File: src/rtl/dmem_access_ctrl.sv
// MEM-stage data-memory sequencer: one req/addr_ok/data_ok transaction per load/store,
// with flush handling that cancels a pending request or discards an in-flight response.
module dmem_access_ctrl #(
  parameter int ADDR_W = 32,
  parameter int DATA_W = 32
) (
  input  logic              clk,
  input  logic              rst,
  input  logic              flush,
  input  logic              mem_valid,
  input  logic              mem_new,
  input  logic              mem_dram_re,
  input  logic              mem_dram_we,
  input  logic              mem_ex,
  input  logic [ADDR_W-1:0] mem_addr,
  input  logic [DATA_W-1:0] mem_wdata,
  input  logic [1:0]        mem_wnum,
  input  logic              wb_allowin,
  output logic              data_sram_req,
  output logic              data_sram_wr,
  output logic [1:0]        data_sram_size,
  output logic [ADDR_W-1:0] data_sram_addr,
  output logic [3:0]        data_sram_wstrb,
  output logic [DATA_W-1:0] data_sram_wdata,
  input  logic              data_sram_addr_ok,
  input  logic              data_sram_data_ok,
  input  logic [DATA_W-1:0] data_sram_rdata,
  output logic [DATA_W-1:0] mem_rdata,
  output logic              mem_ready_go,
  output logic              busy,
  output logic [2:0]        dbg_state
);

  // Handshake: a request is offered while data_sram_req is high and is accepted on the
  // cycle data_sram_addr_ok is high; address/data/strobes stay stable until then and the
  // request is never withdrawn. data_sram_data_ok completes the single outstanding access.

  typedef enum logic [2:0] {
    S_IDLE   = 3'd0,
    S_REQ    = 3'd1,
    S_WAIT   = 3'd2,
    S_DONE   = 3'd3,
    S_CANCEL = 3'd4
  } state_t;

  state_t state, state_nxt;

  logic              need;
  logic              latch_en;
  logic              kill;
  logic              cflag;
  logic              pend;
  logic              go_pend;
  logic              wr_q;
  logic [1:0]        size_q;
  logic [ADDR_W-1:0] addr_q;
  logic [DATA_W-1:0] wdata_q;
  logic [DATA_W-1:0] rdata_q;
  logic              idle_go;

  assign need = mem_valid & mem_new & (mem_dram_re | mem_dram_we) & ~mem_ex & ~flush;

  // New instructions only arrive while the port is idle or draining a cancelled access.
  assign latch_en = need & ((state == S_IDLE) | (state == S_CANCEL));

  assign kill    = flush | cflag;
  assign go_pend = (pend & ~flush) | need;

  // State register
  always_ff @(posedge clk) begin
    if (rst) begin
      state <= S_IDLE;
    end else begin
      state <= state_nxt;
    end
  end

  // Next-state logic
  always_comb begin
    state_nxt = state;
    case (state)
      S_IDLE: begin
        if (need) state_nxt = S_REQ;
      end
      S_REQ: begin
        if (data_sram_addr_ok) state_nxt = kill ? S_CANCEL : S_WAIT;
      end
      S_WAIT: begin
        // A response coinciding with the flush is simply dropped; nothing left to drain.
        if (flush) state_nxt = data_sram_data_ok ? S_IDLE : S_CANCEL;
        else if (data_sram_data_ok) state_nxt = S_DONE;
      end
      S_DONE: begin
        if (flush | wb_allowin) state_nxt = S_IDLE;
      end
      S_CANCEL: begin
        if (data_sram_data_ok) state_nxt = go_pend ? S_REQ : S_IDLE;
      end
      default: state_nxt = S_IDLE;
    endcase
  end

  // Cancel flag: remembers a flush seen while the request was still waiting for addr_ok.
  always_ff @(posedge clk) begin
    if (rst) begin
      cflag <= 1'b0;
    end else if ((state == S_REQ) & ~data_sram_addr_ok) begin
      cflag <= cflag | flush;
    end else begin
      cflag <= 1'b0;
    end
  end

  // Pending instruction that arrived while an old response was still being drained.
  always_ff @(posedge clk) begin
    if (rst) begin
      pend <= 1'b0;
    end else begin
      pend <= (state == S_CANCEL) & ~data_sram_data_ok & ~flush & (pend | need);
    end
  end

  always_ff @(posedge clk) begin
    if (rst) begin
      wr_q    <= 1'b0;
      size_q  <= 2'd0;
      addr_q  <= '0;
      wdata_q <= '0;
    end else if (latch_en) begin
      wr_q    <= mem_dram_we;
      size_q  <= mem_wnum;
      addr_q  <= mem_addr;
      wdata_q <= mem_wdata;
    end
  end

  always_ff @(posedge clk) begin
    if (rst) begin
      rdata_q <= '0;
    end else if ((state == S_WAIT) & data_sram_data_ok & ~flush & ~wr_q) begin
      rdata_q <= data_sram_rdata;
    end
  end

  assign idle_go = (state == S_IDLE) & mem_valid &
                   ((~need & ~(mem_dram_re | mem_dram_we)) | mem_ex);

  // Output logic
  always_comb begin
    data_sram_req   = (state == S_REQ);
    data_sram_wr    = wr_q;
    data_sram_size  = size_q;
    data_sram_addr  = addr_q;
    data_sram_wstrb = 4'b0000;
    data_sram_wdata = wdata_q;
    case (size_q)
      2'd0: begin
        if (wr_q) data_sram_wstrb = 4'b0001 << addr_q[1:0];
        data_sram_wdata = {4{wdata_q[7:0]}};
      end
      2'd1: begin
        if (wr_q) data_sram_wstrb = addr_q[1] ? 4'b1100 : 4'b0011;
        data_sram_wdata = {2{wdata_q[15:0]}};
      end
      default: begin
        if (wr_q) data_sram_wstrb = 4'b1111;
        data_sram_wdata = wdata_q;
      end
    endcase
    mem_rdata    = rdata_q;
    mem_ready_go = ((state == S_DONE) | idle_go) & ~flush;
    busy         = (state != S_IDLE);
    dbg_state    = state;
  end

endmodule

File: config.mk
export PLATFORM = sky130hd
export DESIGN_NAME = dmem_access_ctrl
export DESIGN_NICKNAME = d
export VERILOG_FILES = /design/src/rtl/dmem_access_ctrl.sv
export SDC_FILE = /design/constraint.sdc
export NUM_CORES = 1
export LEC_CHECK = 0
export ABC_CLOCK_PERIOD_IN_PS = 1910
export BUFFER_PORTS_ARGS = -buffer_cell sky130_fd_sc_hd__buf_2
export CAP_MARGIN = 20
export CORE_AREA = 2 2 126 104
export DETAILED_ROUTE_END_ITERATION = 8
export DIE_AREA = 0 0 128 106
export GPL_ROUTABILITY_DRIVEN = 0
export HOLD_SLACK_MARGIN = 0.15
export PLACE_DENSITY_LB_ADDON = 0.2
export SLEW_MARGIN = 20
export SYNTH_ARGS = -nofsm -noshare
export SYNTH_HDL_FRONTEND = slang
export SYNTH_SLANG_ARGS = --single-unit
File: constraint.sdc
create_clock -name clk -period 1.91 [get_ports clk]
set_input_delay 0.191 -clock clk [delete_from_list [all_inputs] [get_ports clk]]
set_output_delay 0.191 -clock clk [all_outputs]
set_load 0.05 [all_outputs]
==> qor.yml, run 1 <==
critical_path:
  cp-start-kind: "input port"
  slowest_stage: "dlygate4sd3_1"
  worst-path-stages: 9
  worstSetupPathType: "in2reg"
  regToRegEndpoint: "mem_rdata[30]"
  r2r_start: "dbg_state[0]"
  max_stage_delay_ps: 540
  crit_start: "mem_dram_we"
  cp_cell_sequence: "dlygate4sd3_1 > buf_2 > o21bai_1 > or3_4 > nor3_4 > buf_12 > buf_12 > nand2_1 > a21oi_1"
  r2r_setup_slack_ps: 210
  cp-end-kind: "register"
  reg2reg_depth: 7
  cp_common_cell: "buf_12"
  crit_family: "buffers and inverters"
  critPathMaxFanout: 17
  worst-endpoint-arrival_ps: 2100
  critPathCapture: "data_sram_addr[16]"
  crit_buf_inv: 4
  required_ps: 2170
grt:
  grt_pass1_vias: 4707
  grt_use_total: 0.2016
  antenna_found_initial: 0
  grt_max_degree: 65
  grt_overflow: 0
  grt_pass1_wl_um: 22120
synth:
  synth.area.top_cells: "dfxtp_1 49%, nand2_1 19%, a21oi_1 12%"
  postSynthAreaPerCell_sq_um: 7.750
  synthesis.instances: 546
  synth_seq_cells: 104
  netlist_area_sq_um: 4232
  yosys.cell_types.count: 31
  synth_top_area_cell: "dfxtp_1"
  ys_seq_area_frac: 0.4920
  ys_warn_count: 0
  synth_top_area_frac: 0.4920
  syn_nets: 655
min_path:
  hp-start: "flush"
  holdCritPathClass: "in2reg"
sta:
  post-route-period-util: 0.9647
  worst_pin_slew_ps: 438.8
  setup_violations: 0
  tns_ps: 0
  holdWs_ps: 171.0
  slew_headroom: 0.7065
  max_freq_mhz: 542.7
  maxSlewViolCount: 0
  rsz0062_at_grt: "false"
  fin_skew_ps: 4.415
  min_period_ps: 1843
  hold_viol: 0
pwr:
  pwr-share-comb: 0.139
  ir_drop_mv: 0.4663
  power_density_nw_per_um2: 683.9
  sw_frac_of_total: 0.2492
  power_frac_seq: 0.475
  p_leak_nw: 2.987
  power_frac_clock: 0.386
  intPower_w: 0.003513
  p_sw_w: 0.001166
finish:
  nets: 951
  syn2layout_area_growth_pct: 61.68
  final_common_cell: "buf_2"
  layout_common_cells: "215 x buf_2, 210 x nand2_1, 103 x dfxtp_1"
  n_antenna_cell: 0
  layout-drive-gt1-share: 0.3337
clock_tree:
  cts_inserted_buffers: 9
  cts_sinks: 104
  cts_tree: "built"
  worstSkewPairLatency_ps: 330
  clockBufferDepth: 2
  clockRootBuffer: "clkbuf_16"
  cts.htree.levels: 3
  cts.clk_slew.worst_paths_ps: 70
floorplan:
  ios: 218
  initial_core_util: 0.3411
  dieWidth_um: 128
  die_area_sq_um: 13570
  core_area_sq_um: 12410
  fp.dieH_um: 106
  num_rows: 37
drt:
  routed_wl_um: 14280
  drc: 0
  vias_per_cell: 4.690
  dr.first_iter.drc_count: 213
  vias: 4695
  ant_nets: 0
  post_drt_wl_per_cell_um: 14.27
  dr.pass1.iters: 4
run_status:
  status: "finished clean"
place:
  io_buffers: 217
  dpl.hpwl_um: 9022
flow_run:
  drv_cap: 0
cells by family (layout without fill, tap and decap cells):
family / Yosys count / count (layout) / synth area share
simple gates: 243 / 243 / 0.2280
compound gates: 123 / 123 / 0.1538
flops: 104 / 104 / 0.4920
buf+inv: 51 / 350 / 0.06239
mux: 24 / 24 / 0.06150
fa+ha+maj: 1 / 1 / 0.002366
area by class of cell:
cell class                 instances  area (sq um)
inverter                           3         11.26
fill                            1131          5565
timing repair buffer             333          2317
clock inverter                     5         58.81
sequential                       104          2083
clock buffer                       9         225.2
tap                              156         195.2
multi-input combinational        391          1951
stage by stage:
stage | instance area, sq um | util | cells | power [W] | worst slack [ps]
floorplan | 4273 | - | 546 | 0.002550 | 28.02
global placement | 5465 | 0.4405 | 884 | 0.002739 | 262.1
detailed placement | 5465 | 0.4405 | 884 | 0.002743 | 214.6
CTS | 6750 | 0.5441 | 998 | 0.004719 | 47.17
global route | 6842 | 0.5514 | 1001 | 0.004872 | 2.842
finish | 6842 | 0.5514 | 1001 | 0.004679 | 67.44
power groups by stage:
stage / registers [W] / logic, W / clock network, W
floorplan: 0.00232 / 0.000226 / 0
global placement: 0.00227 / 0.000470 / 0
detailed placement: 0.00227 / 0.000472 / 0
CTS: 0.00222 / 0.000632 / 0.00187
global route: 0.00222 / 0.000698 / 0.00195
finish: 0.00222 / 0.000652 / 0.00181
Yosys cell counts:
| master | count |
|---|---|
| nand2b_1 | 3 |
| maj3_1 | 1 |
| o21a_1 | 2 |
| nand3_1 | 1 |
| nor4b_1 | 1 |
| nor2_1 | 13 |
| buf_6 | 3 |
| o21ai_0 | 10 |
| o41ai_2 | 1 |
| or3_1 | 3 |
| buf_2 | 13 |
| clkbuf_1 | 23 |
| nand2_1 | 211 |
| a31oi_1 | 1 |
| mux2_2 | 16 |
| nor3_1 | 4 |
| dfxtp_1 | 104 |
| o221ai_1 | 1 |
| buf_4 | 9 |
| o32ai_1 | 1 |
| inv_1 | 3 |
| nor3b_1 | 1 |
| nand4_1 | 1 |
| nor3_2 | 2 |
| a21boi_0 | 1 |
| o211ai_1 | 1 |
| mux2i_1 | 8 |
| o31ai_1 | 1 |
| a21oi_1 | 103 |
| nor2b_1 | 3 |
| o21bai_1 | 1 |
registers in the layout, summed over array words and instances (netlist names):
name	flops
data_sram_addr	32
mem_rdata	32
wdata_q	32
dbg_state	3
data_sram_size	2
cflag	1
data_sram_wr	1
pend	1
per-layer routing:
layer	track usage	up-vias	wire [um]
li1	-	2365	-
met1	0.2354	2137	6082
met2	0.3533	179	6847
met3	0.06694	14	1190
met4	0.05573	0	160
met5	0	-	0
worst min-delay path by stage:
stage / to / slack [ps] / depth (start not counted)
floorplan: cflag / 270 / 1
global placement: cflag / 380 / 2
detailed placement: cflag / 390 / 2
CTS: pend / 150 / 2
global route: pend / 180 / 2
finish: pend / 170 / 2
what timing repair did:
| action | CTS | global route |
|---|---|---|
| resized for setup | 0 | 5 |
| endpoints found under the setup margin | 0 | 23 |
| hold endpoints to repair | 100 | 0 |
| hold buffers | 100 | 0 |
| setup buffers | 0 | 1 |
(Power assumes the default switching activity.)
==> run 2, diff against run 1 <==
--- a/config.mk
+++ b/config.mk
@@ -5,7 +5,7 @@
 export SDC_FILE = /design/constraint.sdc
 export NUM_CORES = 1
 export LEC_CHECK = 0
-export ABC_CLOCK_PERIOD_IN_PS = 1910
+export ABC_CLOCK_PERIOD_IN_PS = 2100
 export BUFFER_PORTS_ARGS = -buffer_cell sky130_fd_sc_hd__buf_2
 export CAP_MARGIN = 20
 export CORE_AREA = 2 2 126 104
==> constraint.sdc (replaced) <==
create_clock -name clk -period 2.1 [get_ports clk]
set_input_delay 0.21 -clock clk [delete_from_list [all_inputs] [get_ports clk]]
set_output_delay 0.21 -clock clk [all_outputs]
set_load 0.05 [all_outputs]
==> qor.yml, run 2 (synthesis results as in run 1) <==
critical_path:
  crit_family: "buffers and inverters"
  cp_cell_sequence: "buf_4 > nor2_1 > nand3_1 > a21boi_1 > buf_2"
  crit_buf_inv: 2
  crit_start: "dbg_state[0]"
  cp-start-kind: "register"
  worstSetupPathType: "reg2out"
  slowest_stage: "dfxtp_1"
  worst-endpoint-arrival_ps: 1700
  r2r_start: "dbg_state[1]"
  required_ps: 1890
  max_stage_delay_ps: 350
  critPathMaxFanout: 8
  cp-end-kind: "output port"
grt:
  globalRouteMet1Util: 0.2420
  busiest_layer: "met2"
  grt_pass1_wl_um: 22430
  use_met2: 0.3659
  grt_max_degree: 41
  grt_overflow: 0
  antenna_found_initial: 0
  grt_use_total: 0.2057
  grt_pass1_vias: 4675
  gr-usage-met3: 0.05184
finish:
  nets: 949
  postLayoutCoreUtil: 0.5414
  n_antenna_cell: 0
  layout-drive-gt1-share: 0.3227
  instances_no_fill: 999
  layout_common_cells: "216 x buf_2, 210 x nand2_1, 104 x dfxtp_1"
  syn2layout_area_growth_pct: 58.75
  final_common_cell: "buf_2"
sta:
  hold_viol: 0
  worst_pin_slew_ps: 491.4
  post-route-period-util: 0.9100
  fin_skew_ps: 5.465
  setup_violations: 0
  rsz0062_at_grt: "false"
  max_freq_mhz: 523.3
  slew_headroom: 0.6699
  maxSlewViolCount: 0
  setup_ws_ps: 188.9
  min_period_ps: 1911
place:
  dp_cells: 885
  dpl.hpwl_um: 9282
  io_buffers: 217
  pre_cts_ws_ps: 304.5
clock_tree:
  cts.clk_slew.worst_paths_ps: 60
  cts_inserted_buffers: 9
  post_cts_buffers: 0
  worstSkewPairLatency_ps: 340
  cts_sinks: 104
  cts.htree.levels: 3
  cts_tree: "built"
  clockRootBuffer: "clkbuf_16"
  clockBufferDepth: 2
pwr:
  p_leak_nw: 2.950
  ir_drop_mv: 0.3702
  power_density_nw_per_um2: 636.1
floorplan:
  core_area_sq_um: 12410
  die_area_sq_um: 13570
  initial_core_util: 0.3411
  fp.dieH_um: 106
  ios: 218
  dieWidth_um: 128
  num_rows: 37
flow_run:
  drv_cap: 0
min_path:
  hp-start: "flush"
  holdCritPathClass: "in2reg"
drt:
  dr.first_iter.drc_count: 231
  vias: 4752
  post_drt_wl_per_cell_um: 14.24
  ant_nets: 0
  dr.pass1.iters: 5
  routed_wl_um: 14220
  vias_per_cell: 4.757
  drc: 0
run_status:
  status: "finished clean"
==> run 2: cell types whose count changed in the layout (fill, tap and decap cells not counted), moves of 2 or more <==
cell,before,now
buf_12,4,1
buf_4,10,14
clkbuf_16,11,9
clkbuf_8,0,2
nor2b_1,1,3
nor2b_2,2,0
==> run 2: what timing repair did <==
action | CTS | global route
endpoints found under the hold margin | 100 | 0
hold buffers | 100 | 0
resized for setup | 0 | 0
==> run 2: path summary, 6_finish.rpt <==
path,to,slack (ps),cells after the start
hold / removal,pend,210,2
setup reg to reg,dbg_state[1],350,6
hold reg to reg,mem_rdata[11],450,2
setup / recovery,mem_ready_go,190,5
==> run 2: layout make-up <==
class / count / area (sq um)
clock buffer: 11 / 252.7
tap: 156 / 195.2
multi-input combinational: 391 / 1927
sequential: 104 / 2082
fill: 1168 / 5689
timing repair buffer: 331 / 2207
inverter: 3 / 11.26
clock inverter: 3 / 42.54
==> run 2: report_power, final <==
group | total, W | switching [W] | internal (W)
clock network | 0.00168 | 0.000703 | 0.000974
registers | 0.00202 | 0.0000220 | 0.00200
logic | 0.000575 | 0.000307 | 0.000268
==> run 2: routing by layer <==
metal  vias up  routed length (um)
li1       2363                   -
met1      2208                6004
met2       159                7105
met3        22                 846
met4         0                 267
met5         -                   0
==> run 2: stage by stage <==
step / hold slack [ps] / cell area [sq um] / total power [W] / TNS [ps]
3_3_place_gp: 414.9 / 5421 / 0.002484 / 0
4_1_cts: 176.0 / 6718 / 0.004316 / 0
3_5_place_dp: 419.6 / 5421 / 0.002490 / 0
2_1_floorplan: 286.7 / 4258 / 0.002318 / -73.00
6_report: 207.1 / 6718 / 0.004273 / 0
5_1_grt: 183.6 / 6718 / 0.004439 / 0
==> run 2: worst register-to-register path: cells and delay by family (launching register included) <==
| kind | cells | cell delay [ps] |
|---|---|---|
| buf+inv | 1 | 170 |
| flops | 1 | 320 |
| simple gates | 1 | 80 |
| compound gates | 4 | 1030 |
